## src/rtl/pl_sysref_pkg.sv

```systemverilog
// pl_sysref_pkg: shared state encoding and default sizes for the SYSREF qualifier
package pl_sysref_pkg;
  typedef enum logic [2:0] {IDLE, ACQUIRE, MEASURE, VERIFY, LOCKED} state_t;
  localparam int DEF_PERIOD_W = 16;
  localparam int DEF_LOCK_CNT = 4;
  localparam int ERR_CNT_W    = 8;
endpackage

```

## src/rtl/pl_sysref_period_meas.sv

```systemverilog
// pl_sysref_period_meas: SYSREF rising-edge detector and saturating period counter
module pl_sysref_period_meas #(
  parameter int PERIOD_W = 16
) (
  input  logic                i_clk,
  input  logic                i_rst_n,
  input  logic                i_sysref,
  input  logic                i_run,
  output logic                o_level,
  output logic                o_rise,
  output logic [PERIOD_W-1:0] o_period,
  output logic                o_sat
);
  logic                r_s1, r_s2;
  logic [PERIOD_W-1:0] r_cnt;
  always_ff @(posedge i_clk or negedge i_rst_n) begin
    if (!i_rst_n) begin
      r_s1  <= 1'b0;
      r_s2  <= 1'b0;
      r_cnt <= '0;
    end else begin
      r_s1  <= i_sysref;
      r_s2  <= r_s1;
      r_cnt <= (!i_run || o_rise) ? '0 : (&r_cnt) ? r_cnt : r_cnt + PERIOD_W'(1);
    end
  end
  assign o_level  = r_s1;
  assign o_rise   = r_s1 & ~r_s2;
  assign o_period = r_cnt + PERIOD_W'(1);
  assign o_sat    = i_run & (&r_cnt) & ~o_rise;
endmodule

```

## src/rtl/pl_sysref_capture_qual.sv

```systemverilog
// pl_sysref_capture_qual: qualifies board SYSREF by period lock and gates it to the retimer
module pl_sysref_capture_qual
  import pl_sysref_pkg::*;
#(
  parameter int PERIOD_W = DEF_PERIOD_W,
  parameter int LOCK_CNT = DEF_LOCK_CNT,
  parameter int TOL      = 0
) (
  input  logic                 pl_clk_buf,
  input  logic                 pl_rst_n,
  input  logic                 sysref_in,
  input  logic                 sysref_en,
  input  logic                 clr_err,
  output logic                 pl_sysref_captured,
  output logic                 sysref_locked,
  output logic [PERIOD_W-1:0]  sysref_period,
  output logic                 sysref_err,
  output logic [ERR_CNT_W-1:0] err_cnt,
  output logic                 timeout
);
  state_t              r_state, w_next;
  logic                w_level, w_rise, w_sat, w_run, w_match, w_set_err, w_set_to;
  logic [PERIOD_W-1:0] w_period, w_diff;
  logic [3:0]          r_match_cnt;

  pl_sysref_period_meas #(.PERIOD_W(PERIOD_W)) u_meas (
    .i_clk    (pl_clk_buf),
    .i_rst_n  (pl_rst_n),
    .i_sysref (sysref_in),
    .i_run    (w_run),
    .o_level  (w_level),
    .o_rise   (w_rise),
    .o_period (w_period),
    .o_sat    (w_sat)
  );

  // sysref_period doubles as the reference the new period is judged against
  assign w_diff    = (w_period >= sysref_period) ? w_period - sysref_period : sysref_period - w_period;
  assign w_match   = w_diff <= PERIOD_W'(TOL);
  assign w_set_err = sysref_en & w_rise & ~w_match & (r_state == LOCKED);
  assign w_set_to  = sysref_en & w_sat;

  always_ff @(posedge pl_clk_buf or negedge pl_rst_n) begin
    if (!pl_rst_n) r_state <= IDLE;
    else           r_state <= w_next;
  end

  always_comb begin
    w_next = r_state;
    if (!sysref_en) w_next = IDLE;
    else if (w_sat) w_next = ACQUIRE;
    else begin
      case (r_state)
        IDLE:    w_next = ACQUIRE;
        ACQUIRE: w_next = w_rise ? MEASURE : ACQUIRE;
        MEASURE: w_next = w_rise ? VERIFY : MEASURE;
        VERIFY:  w_next = (w_rise && w_match && r_match_cnt == 4'(LOCK_CNT - 1)) ? LOCKED : VERIFY;
        LOCKED:  w_next = w_set_err ? VERIFY : LOCKED;
        default: w_next = IDLE;
      endcase
    end
  end

  always_comb begin
    w_run         = (r_state == MEASURE) || (r_state == VERIFY) || (r_state == LOCKED);
    sysref_locked = r_state == LOCKED;
  end

  // a new error or timeout in the same cycle as clr_err takes priority over the clear
  always_ff @(posedge pl_clk_buf or negedge pl_rst_n) begin
    if (!pl_rst_n) begin
      pl_sysref_captured <= 1'b0;
      r_match_cnt        <= '0;
      sysref_period      <= '0;
      sysref_err         <= 1'b0;
      err_cnt            <= '0;
      timeout            <= 1'b0;
    end else begin
      pl_sysref_captured <= w_level & sysref_locked & sysref_en;
      r_match_cnt        <= (sysref_en && r_state == VERIFY) ?
                            (w_rise ? (w_match ? r_match_cnt + 4'd1 : 4'd0) : r_match_cnt) : 4'd0;
      if (sysref_en && w_rise && (r_state == MEASURE ||
          ((r_state == VERIFY || r_state == LOCKED) && !w_match)))
        sysref_period <= w_period;
      sysref_err <= w_set_err | (sysref_err & ~clr_err);
      timeout    <= w_set_to | (timeout & ~clr_err);
      err_cnt    <= w_set_err ? (clr_err ? ERR_CNT_W'(1) : (&err_cnt) ? err_cnt : err_cnt + ERR_CNT_W'(1)) :
                    clr_err ? '0 : err_cnt;
    end
  end
endmodule

```

## config.mk

```make
export PLATFORM = sky130hd
export DESIGN_NAME = pl_sysref_capture_qual
export DESIGN_NICKNAME = d
export VERILOG_FILES = /design/src/rtl/pl_sysref_pkg.sv /design/src/rtl/pl_sysref_period_meas.sv /design/src/rtl/pl_sysref_capture_qual.sv
export SDC_FILE = /design/constraint.sdc
export NUM_CORES = 1
export LEC_CHECK = 0
export CORE_MARGIN = 5
export CORE_UTILIZATION = 35
export CTS_CLUSTER_DIAMETER = 40
export DETAILED_ROUTE_END_ITERATION = 10
export PLACE_DENSITY = 0.57
export SLEW_MARGIN = 20
export SYNTH_ARGS = -nofsm -noshare
export SYNTH_HDL_FRONTEND = slang
export SYNTH_SLANG_ARGS = --single-unit
```

## constraint.sdc

```tcl
create_clock -name pl_clk_buf -period 4.4 [get_ports pl_clk_buf]
set_input_delay 0.44 -clock pl_clk_buf [delete_from_list [all_inputs] [get_ports pl_clk_buf]]
set_output_delay 0.44 -clock pl_clk_buf [all_outputs]
set_load 0.01 [all_outputs]
```

Word level (Yosys, flattened, before mapping)
Index checks and enable logic that the tools add are counted.
{"block": "word_totals", "register_bits": 52, "inputBits": 5}
{"block": "op_classes", "addsub": 5, "n_lt_le_gt_ge": 2, "eq_ne": 8, "mux": 17, "bitwise_logic": 17, "n_reduce_logical": 18}
{"op": "$mux W16", "count": 3}
{"op": "$mux W8", "count": 4}
{"op": "$sub A16 B16 Y16", "count": 2}
{"op": "$add A16 B1 Y16 const B", "count": 1}
{"op": "$ge A16 B16 Y1", "count": 1}
{"op": "$le A16 B1 Y1 const B", "count": 1}
{"op": "$reduce_and A16 Y1", "count": 1}
{"op": "$pmux W3 S5", "count": 1}
{"op": "$mux W3", "count": 4}
{"op": "$mux W4", "count": 3}
{"op": "$and A1 B1 Y1", "count": 11}
{"op": "$add A8 B1 Y8 const B", "count": 1}
{"op": "$reduce_and A8 Y1", "count": 1}
{"op": "$eq A3 B2 Y1 const B", "count": 2}
{"op": "$logic_and A1 B1 Y1", "count": 6}
{"op": "$logic_or A1 B1 Y1", "count": 5}
{"op": "$add A4 B1 Y4 const B", "count": 1}
{"op": "$eq A4 B2 Y1 const B", "count": 1}
{"op": "$ne A2 B1 Y1 const B", "count": 2}
{"op": "$not A1 Y1", "count": 4}
{"op": "$eq A3 B1 Y1 const B", "count": 1}
{"op": "$eq A3 B3 Y1 const B", "count": 1}
{"op": "$logic_not A3 Y1", "count": 1}
{"op": "$logic_not A1 Y1", "count": 2}
{"op": "other kinds (6)", "count": 7}

Longest topological paths before layout
{"block": "logic_depth", "ltp_word": 11, "mapped_depth": 20}

Hierarchy
A second synthesis with hierarchy kept.
{"block": "unflattened", "hier_cells": 523, "area_unflattened_um2": 4434.3}
{"module": "pl_sysref_capture_qual", "instances": 1, "cells_each": 427, "area_each_um2": 3454.6, "seq_area_each_um2": 850.8}
{"module": "pl_sysref_period_meas", "instances": 1, "cells_each": 96, "area_each_um2": 979.7, "seq_area_each_um2": 450.4}

Worst setup path after synthesis
OpenSTA, ideal clock, no wires.
{"block": "synth_timing", "kind": "register to register", "start": "reg u_meas.r_cnt[0]", "end": "reg sysref_period[11]", "arrival_ns": 4.181, "required_time_ns": 4.274, "path_slack_ns": 0.093, "stages_incl_launch_ff": 20, "path_buffers": 3, "path_cell_list": "dfrtp_1 > ha_1 > nand2_1 > nor3_2 > xor2_1 > ha_1 > buf_2 > nand2_1 > o21ai_1 > a221oi_4 > nand3_4 > buf_6 > a211oi_1 > a31oi_1 > nor4b_2 > nand4_4 > o31ai_2 > a21oi_4 > buf_4 > mux2i_1"}
{"block": "synth_via", "elab_chain_len": 8}
{"element": "start, declared", "line": "pl_sysref_period_meas.sv:15", "text": "logic [PERIOD_W-1:0] r_cnt;"}
{"element": "start signal, assigned", "line": "pl_sysref_period_meas.sv:24", "text": "r_cnt <= (!i_run || o_rise) ? '0 : (&r_cnt) ? r_cnt : r_cnt + PERIOD_W'(1);"}
{"element": "$add A16 B1 Y16 (*)", "line": "pl_sysref_period_meas.sv:29", "text": "assign o_period = r_cnt + PERIOD_W'(1);"}
{"element": "$sub A16 B16 Y16 / $ge A16 B16 Y1 (equally long branches)", "line": "pl_sysref_capture_qual.sv:38", "text": "assign w_diff = (w_period >= sysref_period) ? w_period - sysref_period : sysref_period - w_period;"}
{"element": "$mux W16", "line": "pl_sysref_capture_qual.sv:38"}
{"element": "$le A16 B1 Y1", "line": "pl_sysref_capture_qual.sv:39", "text": "assign w_match = w_diff <= PERIOD_W'(TOL);"}
{"element": "$logic_not A1 Y1", "line": "pl_sysref_capture_qual.sv:83", "text": "((r_state == VERIFY || r_state == LOCKED) && !w_match)))"}
{"element": "$logic_and A1 B1 Y1", "line": "pl_sysref_capture_qual.sv:83"}
{"element": "$logic_or A1 B1 Y1", "line": "pl_sysref_capture_qual.sv:82", "text": "if (sysref_en && w_rise && (r_state == MEASURE ||"}
{"element": "$logic_and A1 B1 Y1", "line": "pl_sysref_capture_qual.sv:82"}
{"element": "end signal, assigned", "line": "pl_sysref_capture_qual.sv:84", "text": "sysref_period <= w_period;"}
{"element": "end, declared", "line": "pl_sysref_capture_qual.sv:16", "text": "output logic [PERIOD_W-1:0] sysref_period,"}
Mark *: on every way between the ends. The rest lies on a longest branch, timed or not.
A chain may end at the register's enable or synchronous reset.

Worst setup path in the final report
{"block": "layout_timing", "start": "reg u_meas.r_cnt[5]", "end": "reg r_match_cnt[3]"}
{"block": "layout_via", "elab_chain_len": 7}
{"element": "$add A16 B1 Y16 (*)", "line": "pl_sysref_period_meas.sv:29"}
{"element": "named net u_meas.o_period[13]", "line": "pl_sysref_period_meas.sv:11", "text": "output logic [PERIOD_W-1:0] o_period,"}
{"element": "$sub A16 B16 Y16 / $ge A16 B16 Y1 (equally long branches)", "line": "pl_sysref_capture_qual.sv:38"}
{"element": "$mux W16 (*)", "line": "pl_sysref_capture_qual.sv:38"}
{"element": "$le A16 B1 Y1 (*)", "line": "pl_sysref_capture_qual.sv:39"}
{"element": "$mux W4 (*) (2 in a row)", "line": "pl_sysref_capture_qual.sv:81", "text": "(w_rise ? (w_match ? r_match_cnt + 4'd1 : 4'd0) : r_match_cnt) : 4'd0;"}
{"element": "$mux W4 (*)", "line": "pl_sysref_capture_qual.sv:80", "text": "r_match_cnt <= (sysref_en && r_state == VERIFY) ?"}
{"element": "end signal, assigned", "line": "pl_sysref_capture_qual.sv:80"}
{"element": "end, declared", "line": "pl_sysref_capture_qual.sv:24", "text": "logic [3:0] r_match_cnt;"}
The timed path passes the listed nets; every way through them passes the cells marked *. The select of a mux whose other input is x is not followed.

==> metrics.md <==
| Metric | Value |
|---|---|
| Final hold vios | 0 |
| WP data required | roughly 4600 ps |
| Status | complete, but fails checks |
| Kind of cell adding the most delay to the critical path | simple AND/OR/NAND/NOR gates |
| Max incr delay on CP | just under 400 ps |
| P_sw | around 0.84 mW |
| Fin area | approximately 0.0061 mm² |
| Max_cap viols | 0 |
| Vias in the first global route | 4085 |
| # setup viols final | 12 |
| DRC violations left | 0 |
| Avg WL per Cell | ~16 µm |
| Unique masters post-synth | just over 70 |
| Port-buffer cells | 32 |
| Synthesized area | 0.004126 mm² |
| Pre-CTS setup slack | -279.5 ps |
| Fmax | 224.7 MHz |
| Worst-margin pin slew | 836.2 ps |
| Sw frac | 37.87% |
| Initial Util | a little over a third |
| Crit-path max FO | 6 |
| CTS clk-pin slew, worst paths | approximately 70 ps |
| Area grow syn2layout | 48.70% |
| Worst min path class | in -> async |
| Initial antenna violation count | 0 |
| Syn_nets | 517 |
| Seq/Total Area, Yosys | between 30% and 40% |
| Clock Skew | 9.038 ps |
| Hold slack | roughly 270 ps |
| Vias per inst | roughly 5.3 |
| Layout cell share with drive strength beyond 1 | between 30% and 40% |
| Row Count | 39 |
| Post-synth ARST share | between 90% and 100% |
| Leakage | between 2 and 3 nW |
| Slew Viols, Final | 0 |
| Final antenna-violating net count | 0 |
| Crit share post-route | 101.2% |
| Setup crit end kind | flip-flop |
| Layout Nets | 660 |
| Syn Area/Cell | 8.597 µm² |
| Placed inst area | about 0.0053 mm² |
| Failing checks | setup timing |
| H-tree depth | 2 |
| TritonCTS Buffers | 5 |
| Post-detailed-routing wire length | 12.61 mm |
| Multi-input gate area | just over 0.003 mm² |
| Clock power share | between 20 and 25% |
| Clk_lat worst skew | around 290 ps |
| Die Wd | 118.6 µm |
| TritonCTS clock tree | built |
| Min cycle time layout | ~4500 ps |
| Setup CP Type | reg -> reg |
| Final WS setup | -50.81 ps |
| Hold buffer count at cts | 0 |
| Relative slew slack | around 44% |
| DIE AREA | ~0.014 mm² |
| Arr. time, crit path | between 4000 and 5000 ps |
| RSZ-0062 raised after global routing | true |
| First-pass GRT wire length | around 20 mm |
| Synth Instances | 480 |
| Core ar. | between 0.01 and 0.015 mm² |
| First drt pass iteration count | 4 |
| Comb pwr share | 53.0% |
| Clk buf depth | 2 |
| Clock root cell | clkbuf_16 |
| Register bit total from synthesis | 52 |
| Die Span Y | around 120 µm |
| Crit-path cells | nand3_4 -> nor4_4 -> xnor2_1 -> ha_1 -> nand4_1 -> or2_1 -> a311o_2 -> nand3_4 -> buf_4 -> buf_4 -> mux2i_1 -> xor2_1 -> and4_1 -> nand4_4 -> buf_6 -> nor3_4 -> or3b_1 -> a21oi_2 |
| Critical path buffers and inverters | 3 |
| Number of flops mapped to enable cells by yosys | 0 |
| First-iteration detailed-routing DRC count | ~140 |
| Pin count of the biggest net entering global routing | 53 |
| Slowest-stage cell, CP | dfrtp_1 |
| Fin util | a little over half |
| Register area | 0.001306 mm² |
| Total grt overflow | 0 |
| VDD IR-drop max | 227.8 µV |
| Sink Count | between 50 and 60 |
| RD Place Congestion | a little over 0.9 |
| Synth Flop Type | dfrtp_1 |
| TNS Setup | -227.2 ps |
| Ant diodes | 0 |
| Worst reg2reg setup slack | -50 ps |
| Hpwl dp | around 9.5 mm |
| Tot GR Track Use | 17.31% |
| Vias | about 4100 |
| Fillers | 1042 |
| CP startpoint kind | flip-flop |
| PwrDens | between 300 and 400 mW/mm² |
| I/O pins | 33 |
| Internal Power | about 1.4 mW |
| Sequential share of power | between 20% and 30% |
| Synth Warn # | 0 |
==> worst paths after layout <==
| check | cells after the start | endpoint | start |
|---|---|---|---|
| setup / recovery | 18 | r_match_cnt[3] | u_meas.r_cnt[5] |
| hold / removal | 2 | u_meas.r_cnt[13] | pl_rst_n |
| setup reg to reg | 18 | r_match_cnt[3] | u_meas.r_cnt[5] |
| hold reg to reg | 0 | u_meas.r_s2 | u_meas.o_level |
| max in group asynchronous | 2 | u_meas.r_cnt[1] | pl_rst_n |
| min in group pl_clk_buf | 0 | u_meas.r_s2 | u_meas.o_level |
==> cells in the final DEF (no fill, tap or decap), types with 3 or more instances in the layout <==
master	netlist	layout
buf_4	1	114
nand2_1	61	57
dfrtp_1	52	48
inv_1	42	40
clkdlybuf4s50_1	0	31
a21oi_1	36	29
ha_1	32	29
nor2_1	28	22
nand3_1	23	20
o21ai_0	20	18
mux2i_1	20	18
nand4_1	12	12
a21o_1	10	10
xnor2_1	11	9
xor2_1	13	7
a21oi_2	0	7
xor2_2	0	6
a31oi_1	5	5
nor2b_1	5	5
o21bai_1	6	5
clkbuf_16	0	5
nand2_4	0	4
nor2_4	0	4
or2_2	4	4
mux2_2	5	4
buf_6	2	4
dfrtp_2	0	4
nand3_4	1	3
nor3_4	0	3
and3_1	3	3
nor3_2	2	3
o211ai_1	3	3
ha_4	0	3
buf_12	0	3
==> area by class of cell <==
| class | instances | area share [%] |
|---|---|---|
| clock inverters | 1 | 0.4894 |
| flip-flops and latches | 52 | 21.29 |
| multi-input cells | 369 | 49.45 |
| inverters | 42 | 2.569 |
| clock buffers | 7 | 2.488 |
| well taps | 143 | 2.916 |
| repair buffers | 153 | 20.80 |
==> state kept, by name, indices dropped and copies added (netlist names) <==
signal,count
sysref_period,16
u_meas.r_cnt,16
err_cnt,8
r_match_cnt,4
r_state,3
pl_sysref_captured,1
sysref_err,1
timeout,1
u_meas.o_level,1
u_meas.r_s2,1
==> cells in the mapped netlist, drive strengths merged (4+ instances only) <==
| cell | number | share of area, % |
|---|---|---|
| nand2 | 61 | 5.5 |
| dfrtp | 52 | 32 |
| inv | 42 | 3.8 |
| a21oi | 37 | 4.8 |
| ha | 32 | 9.7 |
| nor2 | 28 | 2.5 |
| nand3 | 25 | 3.5 |
| o21ai | 22 | 2.7 |
| mux2i | 20 | 4.9 |
| nand4 | 14 | 2.6 |
| xor2 | 13 | 2.8 |
| clkbuf | 11 | 1.0 |
| xnor2 | 11 | 2.3 |
| a21o | 10 | 1.8 |
| buf | 7 | 1.2 |
| nor3 | 7 | 1.1 |
| mux2 | 6 | 1.6 |
| o21bai | 6 | 1.1 |
| a31oi | 5 | 0.76 |
| nor2b | 5 | 0.76 |
| or2 | 5 | 0.76 |
| o31ai | 4 | 0.85 |
==> metal layers <==
metal / track usage (%) / share of wire (%)
met2: 30.21 / 51
met1: 22.60 / 44
met3: 2.531 / 3.1
met5: 0 / 0
met4: 3.969 / 1.8
==> stage by stage <==
step	instances	total power, mW
CTS	763	2.147
global route	767	2.340
finish	767	2.207
floorplan	480	1.148
global placement	735	1.584
detailed placement	735	1.586
==> logic make-up after synthesis <==
| logic type | count (synthesis) | share of synthesized area, % |
|---|---|---|
| compound gates | 117 | 20.04 |
| fa+ha+maj | 32 | 9.703 |
| buf+inv | 60 | 6.003 |
| simple gates | 169 | 21.13 |
| xor+xnor | 24 | 5.094 |
| flops | 52 | 31.53 |
| mux | 26 | 6.489 |
==> power groups by stage <==
stage          Sequential, mW  Combinational (mW)  Clock, mW
2_1_floorplan           0.579               0.569          0
3_3_place_gp            0.568                1.02          0
3_5_place_dp            0.571                1.01          0
4_1_cts                 0.561                1.10      0.486
5_1_grt                 0.569                1.26      0.506
6_report                0.561                1.17      0.476
==> repair_timing <==
| item | CTS | global route |
|---|---|---|
| endpoints found under the hold margin | 0 | 0 |
| endpoints found under the setup margin | 32 | 32 |
| gates resized for setup | 37 | 54 |
| setup buffers | 19 | 6 |
| pin swaps | 31 | 21 |
| gates cloned | 1 | 0 |
(Power assumes the default switching activity.)
